### src/rtl/vga_line_fetch_ctrl.sv
// rtl/vga_line_fetch_ctrl.sv - ping-pong line prefetch scheduler for the VGA frame-buffer read port
//
// Fetches line N+1 into one bank of a two-bank line buffer while the scan-out
// side reads line N from the other bank. Reads are issued as BURST_LEN-word
// bursts over a request/grant port; returned beats are registered into the
// line buffer one cycle later.
//
// Optional build macro: VGA_FETCH_STATS_EN adds underrun_cnt and frames_done.
//
// Ports:
//   CLOCK_50     system clock; every input is synchronous to it
//   RESET        synchronous, active-high reset
//   frame_start  one-cycle pulse at vsync start; restarts fetching at line 0
//   line_start   one-cycle pulse at the start of each visible line
//   rd_req       burst read request (high in REQ)
//   rd_addr      burst start word address, held while rd_req is high
//   rd_gnt       request accepted this cycle
//   rd_valid     read data beat valid
//   rd_data      read data beat
//   lb_we        line-buffer write strobe
//   lb_bank      bank currently being filled
//   lb_waddr     word index within the line
//   lb_wdata     registered rd_data
//   disp_bank    bank the scan-out side reads
//   busy         a fetch is in progress
//   underrun     sticky: a timing event arrived before a fetch completed
//   underrun_cnt saturating count of underrun events      (VGA_FETCH_STATS_EN)
//   frames_done  count of completed last-line fetches     (VGA_FETCH_STATS_EN)

module vga_line_fetch_ctrl #(
  parameter int H_PIXELS    = 640,
  parameter int V_LINES     = 480,
  parameter int BURST_LEN   = 16,
  parameter int ADDR_W      = 24,
  parameter int DATA_W      = 24,
  parameter int FB_BASE     = 0,
  parameter int LINE_STRIDE = 640
) (
  input  logic                        CLOCK_50,
  input  logic                        RESET,
  input  logic                        frame_start,
  input  logic                        line_start,
  output logic                        rd_req,
  output logic [ADDR_W-1:0]           rd_addr,
  input  logic                        rd_gnt,
  input  logic                        rd_valid,
  input  logic [DATA_W-1:0]           rd_data,
  output logic                        lb_we,
  output logic                        lb_bank,
  output logic [$clog2(H_PIXELS)-1:0] lb_waddr,
  output logic [DATA_W-1:0]           lb_wdata,
  output logic                        disp_bank,
  output logic                        busy,
  output logic                        underrun
`ifdef VGA_FETCH_STATS_EN
  ,
  output logic [15:0]                 underrun_cnt,
  output logic [15:0]                 frames_done
`endif
);

  localparam int NUM_BURSTS = H_PIXELS / BURST_LEN;
  localparam int WA_W       = $clog2(H_PIXELS);
  localparam int BEAT_W     = (BURST_LEN > 1) ? $clog2(BURST_LEN) : 1;
  localparam int BI_W       = (NUM_BURSTS > 1) ? $clog2(NUM_BURSTS) : 1;
  // One extra code so fetch_line can hold V_LINES ("frame exhausted").
  localparam int FL_W       = $clog2(V_LINES + 1);

  localparam logic [BEAT_W-1:0] LAST_BEAT  = BEAT_W'(BURST_LEN - 1);
  localparam logic [BI_W-1:0]   LAST_BURST = BI_W'(NUM_BURSTS - 1);
  localparam logic [FL_W-1:0]   NUM_LINES  = FL_W'(V_LINES);
  localparam logic [ADDR_W-1:0] BASE_A     = ADDR_W'(FB_BASE);
  localparam logic [ADDR_W-1:0] STRIDE_A   = ADDR_W'(LINE_STRIDE);
  localparam logic [ADDR_W-1:0] BURST_A    = ADDR_W'(BURST_LEN);

  typedef enum logic [1:0] {
    IDLE  = 2'd0,
    REQ   = 2'd1,
    XFER  = 2'd2,
    DRAIN = 2'd3
  } state_t;

  state_t            state, state_nxt;
  logic [FL_W-1:0]   fetch_line, fetch_line_nxt;
  logic [BI_W-1:0]   burst_idx, burst_idx_nxt;
  logic [BEAT_W-1:0] beat_cnt, beat_cnt_nxt;
  logic              lb_bank_nxt;
  logic              disp_bank_nxt;
  logic              underrun_nxt;
  logic [ADDR_W-1:0] rd_addr_nxt;
  logic              lb_we_nxt;
  logic [WA_W-1:0]   lb_waddr_nxt;
  logic [DATA_W-1:0] lb_wdata_nxt;
  // Event that interrupted a fetch; replayed once the port is quiet again.
  logic              pend_valid, pend_valid_nxt;
  logic              pend_frame, pend_frame_nxt;
  logic              start_frame, start_line;
  logic              ev_any, ev_line;

  // Modulo 2^ADDR_W by construction: all terms are ADDR_W wide.
  function automatic logic [ADDR_W-1:0] calc_addr(input logic [FL_W-1:0] line,
                                                  input logic [BI_W-1:0] bidx);
    calc_addr = BASE_A + ADDR_W'(line) * STRIDE_A + ADDR_W'(bidx) * BURST_A;
  endfunction

  assign ev_any = frame_start | line_start;
  assign ev_line = line_start & ~frame_start;  // frame_start wins when coincident
  assign rd_req = (state == REQ);
  assign busy   = (state != IDLE);

  always_ff @(posedge CLOCK_50) begin
    if (RESET) begin
      state      <= IDLE;
      fetch_line <= '0;
      burst_idx  <= '0;
      beat_cnt   <= '0;
      lb_bank    <= 1'b0;
      disp_bank  <= 1'b1;
      underrun   <= 1'b0;
      rd_addr    <= '0;
      lb_we      <= 1'b0;
      lb_waddr   <= '0;
      lb_wdata   <= '0;
      pend_valid <= 1'b0;
      pend_frame <= 1'b0;
    end else begin
      state      <= state_nxt;
      fetch_line <= fetch_line_nxt;
      burst_idx  <= burst_idx_nxt;
      beat_cnt   <= beat_cnt_nxt;
      lb_bank    <= lb_bank_nxt;
      disp_bank  <= disp_bank_nxt;
      underrun   <= underrun_nxt;
      rd_addr    <= rd_addr_nxt;
      lb_we      <= lb_we_nxt;
      lb_waddr   <= lb_waddr_nxt;
      lb_wdata   <= lb_wdata_nxt;
      pend_valid <= pend_valid_nxt;
      pend_frame <= pend_frame_nxt;
    end
  end

  always_comb begin
    state_nxt      = state;
    fetch_line_nxt = fetch_line;
    burst_idx_nxt  = burst_idx;
    beat_cnt_nxt   = beat_cnt;
    lb_bank_nxt    = lb_bank;
    disp_bank_nxt  = disp_bank;
    underrun_nxt   = underrun;
    rd_addr_nxt    = rd_addr;
    lb_we_nxt      = 1'b0;
    lb_waddr_nxt   = lb_waddr;
    lb_wdata_nxt   = lb_wdata;
    pend_valid_nxt = pend_valid;
    pend_frame_nxt = pend_frame;
    start_frame    = 1'b0;
    start_line     = 1'b0;

    case (state)
      IDLE: begin
        if (frame_start) begin
          start_frame = 1'b1;
        end else if (line_start) begin
          disp_bank_nxt = lb_bank;
          start_line    = 1'b1;
        end else if (pend_valid) begin
          // disp_bank already moved when the interrupting event arrived.
          start_frame = pend_frame;
          start_line  = ~pend_frame;
        end
        pend_valid_nxt = 1'b0;
      end

      REQ: begin
        if (ev_any) begin
          // No grant outstanding, so the request can simply be withdrawn.
          underrun_nxt   = 1'b1;
          disp_bank_nxt  = ev_line ? ~disp_bank : disp_bank;
          pend_valid_nxt = 1'b1;
          pend_frame_nxt = frame_start;
          fetch_line_nxt = fetch_line + FL_W'(1);
          state_nxt      = IDLE;
        end else if (rd_gnt) begin
          beat_cnt_nxt = '0;
          state_nxt    = XFER;
        end
      end

      XFER: begin
        if (ev_any) begin
          // The granted burst still delivers its remaining beats; the
          // partial line is abandoned and the next line is scheduled.
          underrun_nxt   = 1'b1;
          disp_bank_nxt  = ev_line ? ~disp_bank : disp_bank;
          pend_valid_nxt = 1'b1;
          pend_frame_nxt = frame_start;
          fetch_line_nxt = fetch_line + FL_W'(1);
          if (rd_valid && beat_cnt == LAST_BEAT) begin
            state_nxt = IDLE;
          end else begin
            beat_cnt_nxt = beat_cnt + BEAT_W'(rd_valid);
            state_nxt    = DRAIN;
          end
        end else if (rd_valid) begin
          lb_we_nxt    = 1'b1;
          lb_wdata_nxt = rd_data;
          lb_waddr_nxt = WA_W'(burst_idx) * WA_W'(BURST_LEN) + WA_W'(beat_cnt);
          if (beat_cnt == LAST_BEAT) begin
            beat_cnt_nxt = '0;
            if (burst_idx != LAST_BURST) begin
              burst_idx_nxt = burst_idx + BI_W'(1);
              rd_addr_nxt   = calc_addr(fetch_line, burst_idx + BI_W'(1));
              state_nxt     = REQ;
            end else begin
              fetch_line_nxt = fetch_line + FL_W'(1);
              state_nxt      = IDLE;
            end
          end else begin
            beat_cnt_nxt = beat_cnt + BEAT_W'(1);
          end
        end
      end

      DRAIN: begin
        if (ev_any) begin
          underrun_nxt   = 1'b1;
          disp_bank_nxt  = ev_line ? ~disp_bank : disp_bank;
          pend_frame_nxt = pend_frame | frame_start;
        end
        if (rd_valid) begin
          if (beat_cnt == LAST_BEAT) begin
            beat_cnt_nxt = '0;
            state_nxt    = IDLE;
          end else begin
            beat_cnt_nxt = beat_cnt + BEAT_W'(1);
          end
        end
      end

      default: state_nxt = IDLE;
    endcase

    // Fetch launch shared by live and replayed events.
    if (start_frame) begin
      fetch_line_nxt = '0;
      lb_bank_nxt    = 1'b0;
      burst_idx_nxt  = '0;
      beat_cnt_nxt   = '0;
      rd_addr_nxt    = calc_addr('0, '0);
      state_nxt      = REQ;
    end else if (start_line && fetch_line < NUM_LINES) begin
      lb_bank_nxt   = ~lb_bank;
      burst_idx_nxt = '0;
      beat_cnt_nxt  = '0;
      rd_addr_nxt   = calc_addr(fetch_line, '0);
      state_nxt     = REQ;
    end
  end

`ifdef VGA_FETCH_STATS_EN
  localparam logic [FL_W-1:0] LAST_LINE = FL_W'(V_LINES - 1);

  logic ur_event;
  logic frame_done;

  assign ur_event   = busy & ev_any;
  assign frame_done = (state == XFER) & ~ev_any & rd_valid &
                      (beat_cnt == LAST_BEAT) & (burst_idx == LAST_BURST) &
                      (fetch_line == LAST_LINE);

  always_ff @(posedge CLOCK_50) begin
    if (RESET) begin
      underrun_cnt <= '0;
      frames_done  <= '0;
    end else begin
      if (ur_event && underrun_cnt != 16'hFFFF) begin
        underrun_cnt <= underrun_cnt + 16'd1;
      end
      if (frame_done) begin
        frames_done <= frames_done + 16'd1;
      end
    end
  end
`endif

endmodule

### config.mk
export PLATFORM = sky130hd
export DESIGN_NAME = vga_line_fetch_ctrl
export DESIGN_NICKNAME = d
export VERILOG_FILES = /design/src/rtl/vga_line_fetch_ctrl.sv
export SDC_FILE = /design/constraint.sdc
export NUM_CORES = 1
export LEC_CHECK = 0
export CAP_MARGIN = 20
export CORE_MARGIN = 4
export CORE_UTILIZATION = 30
export CTS_CLUSTER_DIAMETER = 80
export DETAILED_ROUTE_END_ITERATION = 7
export GPL_ROUTABILITY_DRIVEN = 0
export PLACE_DENSITY = 0.6
export SETUP_SLACK_MARGIN = 0.02
export SYNTH_ARGS = -nofsm -noshare
export SYNTH_HDL_FRONTEND = slang
export SYNTH_SLANG_ARGS = --single-unit
export TNS_END_PERCENT = 1
### constraint.sdc
create_clock -name CLOCK_50 -period 3.5 [get_ports CLOCK_50]
set_input_delay 0.7 -clock CLOCK_50 [delete_from_list [all_inputs] [get_ports CLOCK_50]]
set_output_delay 0.7 -clock CLOCK_50 [all_outputs]
set_load 0.01 [all_outputs]
# [Word level (Yosys, flattened, before mapping)]
# Cells that the tools add are included.
[classes] n_eq_ne=27 bitwise_logic=9 addsub=6 mul=1 order_cmp=1 reduce_logical=29 n_mux=50
[ops] cell="19-bit two-way mux" count=6
[ops] cell="9-bit two-way mux" count=5
[ops] cell="4-bit two-way mux" count=6
[ops] cell="19-bit by 10-bit adder with 20-bit output" count=1
[ops] cell="1-bit two-way mux" count=19
[ops] cell="9-bit one-hot mux with 2 select lines" count=1
[ops] cell="2-bit two-way mux" count=8
[ops] cell="2-bit nonzero test" count=8
[ops] cell="5-bit AND reduction" count=3
[ops] cell="9-bit by 3-bit multiplier with 12-bit output, second input constant" count=1
[ops] cell="2-bit by 1-bit inequality test with 1-bit output, second input constant" count=6
[ops] cell="2-bit inequality test, second input constant" count=6
[ops] cell="3-bit inequality test, second input constant" count=4
[ops] cell="4-bit one-hot mux with 3 select lines" count=1
[ops] cell="6-bit AND reduction" count=2
[ops] cell="10-bit by 4-bit adder with 10-bit output" count=1
[ops] cell="5-bit inequality test, second input constant" count=2
[ops] cell="9-bit by 1-bit adder with 9-bit output, second input constant" count=1
[ops] cell="9-bit less-than comparator, second input constant" count=1
[ops] cell="3-bit OR reduction" count=3
[ops] cell="4-bit inequality test, second input constant" count=2
[ops] cell="4-bit AND reduction" count=2
[ops] cell="6-bit by 1-bit adder with 6-bit output, second input constant" count=1
[ops] cell="6-bit inequality test, second input constant" count=1
[ops] cell="19 further kinds" count=32
[totals] out_inout_bits=64 word_cells=138 regBits=81 input_bits=30

# [Logic depth before layout (Yosys ltp)]
[depth] word_depth=8 ltp_mapped=10 ltp_nobuf=10

# [Least setup slack after synthesis]
# No wires, ideal clock.
[synth_timing] kind="register to register" startpoint="register fetch_line[1]" endpoint="register rd_addr[17]" path_buffers=0 arrival_ps=2520 stages_incl_launch_ff=10 synth_period_minus_slack_ps=2650 setup_slack_ps=850 setup_time_ps=130 required_time_ps=3370 path_cell_list="dfxtp_1 > ha_1 > ha_1 > fa_1 > a21o_1 > a221oi_2 > xor2_1 > nor4_2 > mux2i_1 > a21oi_1"
[synth_via] elab_chain_cells=8 word_cells_on_any_way=16 cone_classes="1 x add/sub; 1 x mul; 1 x order compare; 1 x eq/ne; 6 x mux; 6 x reduce/logical"
[synth_rtl] element="from (decl)" line_no="84" source="logic [FL_W-1:0] fetch_line, fetch_line_nxt;"
[synth_rtl] element="from (signal assigned)" line_no="128" source="fetch_line <= fetch_line_nxt;"
[synth_rtl] element="9-bit by 3-bit multiplier with 12-bit output" line_no="103" source="calc_addr = BASE_A + ADDR_W'(line) * STRIDE_A + ADDR_W'(bidx) * BURST_A;"
[synth_rtl] element="19-bit by 10-bit adder with 20-bit output" line_no="103"
[synth_rtl] element="19-bit two-way mux" line_no="211" source="if (burst_idx != LAST_BURST) begin"
[synth_rtl] element="19-bit two-way mux" line_no="209" source="if (beat_cnt == LAST_BEAT) begin"
[synth_rtl] element="19-bit two-way mux" line_no="205" source="end else if (rd_valid) begin"
[synth_rtl] element="19-bit two-way mux" line_no="191" source="if (ev_any) begin"
[synth_rtl] element="19-bit two-way mux" line_no="160" source="case (state)"
[synth_rtl] element="19-bit two-way mux" line_no="252" source="end else if (start_line && fetch_line < NUM_LINES) begin"
[synth_rtl] element="to (signal assigned)" line_no="134" source="rd_addr <= rd_addr_nxt;"
[synth_rtl] element="to (decl)" line_no="44" source="output logic [ADDR_W-1:0] rd_addr,"
# Parallel ways exist; a longest one is shown, timed or not. The select of a mux whose other input is x is not followed.
# A chain may end at the register's enable or synchronous reset.

# [Worst setup path after layout]
# Same ends and word-level chain as after synthesis.

==> metrics <==
port bufs between 80 and 90; GRT Overall Usage between 10% and 20%; CTS resizes 0; RSZ-0062 raised after global routing false; largest cells by area after synthesis dfxtp_1 35%, nand2_1 9.7%, ha_1 7.8%; most frequent cells in the layout 108 x nand2_1, 85 x clkdlybuf4s50_1, 74 x dfxtp_1; num rows 42; Hold Crit Class flop to flop; commonest non-fill, non-tap cell in the layout nand2_1; Root Buffer clkbuf_16; Worst-path clk slew around 0.06 ns; Core ar. 13450 um2; sequential group share of total power ~43%; max-slew violations 0; Initial Util between 30% and 40%; antenna-violating nets left 0; CP Capture Type flop; sequential element share of the synthesized area between 30 and 40%; clock latency on the worst-skew pair 0.33 ns; number of global-route vias before repair between 3000 and 4000; max cap viols 0; Tmin final about 2.9 ns; largest area contributor in the netlist dfxtp_1; synth warn 0; first-pass GRT wire length around 18000 um; largest net degree at the start of global routing 39; fmax between 0.3 and 0.4 GHz; H-tree levels 3; Area Overhead vs Synth 29.45%; Max-slew headroom approximately 47%; WP buf/inv 0; Congestion Overflow GR 0; most used cell, CP ha_1; CP top delay family adder cells; Power per Cell Area 389.8 nW/um2; CP cell instances ha_1 -> ha_1 -> fa_1 -> a21o_1 -> a221oi_2 -> xor2_1 -> nor4_2 -> mux2i_1 -> a21oi_1; share of layout cells above drive strength 1 approximately 7.0%; nets@finish 649; vias per cell approximately 5.0; Final Hold Viols 0; startpoint types flop; fill count between 1000 and 1500; min-delay src rd_addr[19]; TritonCTS Buffers 9; mean post-synth cell area between 8 and 9 um2; Ports between 90 and 100; Yosys reg bits between 70 and 80; Comb power frac approximately 16%; Die X 126.0 um; DRT Pass-1 Iters 4; leakage power between 2 and 2.5 nW; Die H 126.0 um; worst-path fanout max 8; total clock sinks 74; Sw Pwr between 0.0005 and 0.0006 W; worst setup path startpoint fetch_line[1]; Post-CTS Setup Bufs 0; # DRC 0; die area about 16000 um2; slowest CP cell dfxtp_1; Tot Pwr around 0.0021 W; CTS tree built; Distinct cells, synth 66; Worst EP arrival about 3.2 ns; synthesized area about 4200 um2; Clock Skews about 0.007 ns; CTS Hold Buffers Added 0; Pint about 0.0015 W; Storage cell area roughly 1500 um2; worst flop-to-flop path startpoint fetch_line[1]; setup violators final 0; Post-synth top flop dfxtp_1; maximum vdd drop about 0.00019 V; initial antenna violation count 0; CP required 3.72 ns; Yosys top cell area share between 30 and 40%; detailed router's first-iteration violation count between 200 and 250; setup TNS 0 ns; DP HPWL 8190 um; Avg WL per Cell approximately 14 um; WL final ~11000 um; status finished clean; sw frac between 20% and 30%; slowest stage delay, CP 0.50 ns; kind of critical path flop to flop; period utilization a little over four fifths; Synth Instances between 500 and 600; ys async rst share 0%; Clock Power Share 41.4%; via count 3860; actual slew at the worst max-slew pin around 0.8 ns; combined area of the multi-input logic cells around 2500 um2; diodes inserted 0; clock buffer depth 2; Post-synth EDFFs 0
==> state kept, by name (all words and copies together), names as in the netlist <==
signal,flops
lb_we,1
rd_addr,13
lb_waddr,10
burst_idx,6
pend_valid,1
pend_frame,1
disp_bank,1
lb_wdata,24
lb_bank,1
underrun,1
beat_cnt,4
state,2
fetch_line,9
==> per-layer routing <==
layer | share of wire (%) | global-route usage, %
met4 | 2.1 | 5.174
met5 | 0 | 0
met1 | 46 | 18.39
met3 | 3.9 | 2.583
met2 | 48 | 22.28
==> layout make-up <==
type,count,share of cell area (%)
Multi-Input combinational cell,402,45.71
Sequential cell,74,27.40
Timing Repair Buffer,93,16.85
Clock buffer,11,4.490
Tap cell,176,4.073
Inverter,11,0.7637
Clock inverter,5,0.7174
==> power groups by stage <==
stage	logic, W	registers, W	clock network (W)
finish	0.000338	0.000897	0.000872
CTS	0.000337	0.000897	0.000891
floorplan	0.000215	0.000912	0
detailed placement	0.000336	0.000916	0
global route	0.000377	0.000901	0.000928
global placement	0.000333	0.000915	0
==> synth_stat cells, types with 2 or more instances <==
cell and count:
nor4b_2 2, or2_2 2, inv_1 11, nand4b_1 2, fa_1 2, and4_1 2, and3_2 2, buf_4 13
a21boi_0 3, o21ai_0 19, mux2i_1 4, buf_2 6, dfxtp_1 74, o211ai_1 3, o32ai_1 2, ha_1 26
nor3b_1 5, and3_1 4, nand3b_1 3, a21o_1 5, a311oi_1 5, clkbuf_1 18, a21oi_1 60, nor2b_1 5
nand2b_1 3, nand4_1 6, nor3_1 5, a211oi_1 2, a22oi_1 4, a21oi_2 3, and2_1 3, nand2_1 108
and3b_1 2, nand3_1 13, a31oi_1 2, xor2_1 12, nor2_1 37, xnor2_1 12
==> final timing paths <==
path	end	slack [ns]	cells after the start
setup / recovery	rd_addr[17]	0.58	9
hold / removal	rd_addr[19]	0.44	2
setup reg to reg	rd_addr[17]	0.58	9
hold reg to reg	rd_addr[19]	0.44	2
==> worst min-delay path, cell delays in order (launching register included) <==
cell and delay [ns]:
dfxtp_1 0.31, nand2_1 0.05, nor2_1 0.03
==> stage by stage <==
stage          area [um2]  util [%]  worst slack [ns]  std cells  hold WS, ns
3_5_place_dp         5125     38.10            0.5823        756       0.4258
5_1_grt              5406     40.19            0.3763        772       0.4549
3_3_place_gp         5125     38.10            0.7008        756       0.4272
6_report             5406     40.19            0.5753        772       0.4354
4_1_cts              5406     40.19            0.5586        772       0.4422
2_1_floorplan        4203         -            0.8499        525       0.4538
==> cell families after synthesis <==
group	Yosys count	share of synthesized area, %
and+or+nand+nor	213	24.90
xor gates and xnor gates	24	5.033
adders and majority gates	28	8.748
AOI/OAI and AO/OA	125	18.81
other	1	0.08979
muxes	4	0.9587
buffers and inverters	49	5.991
DFF	74	35.47
(Power assumes the default switching activity.)
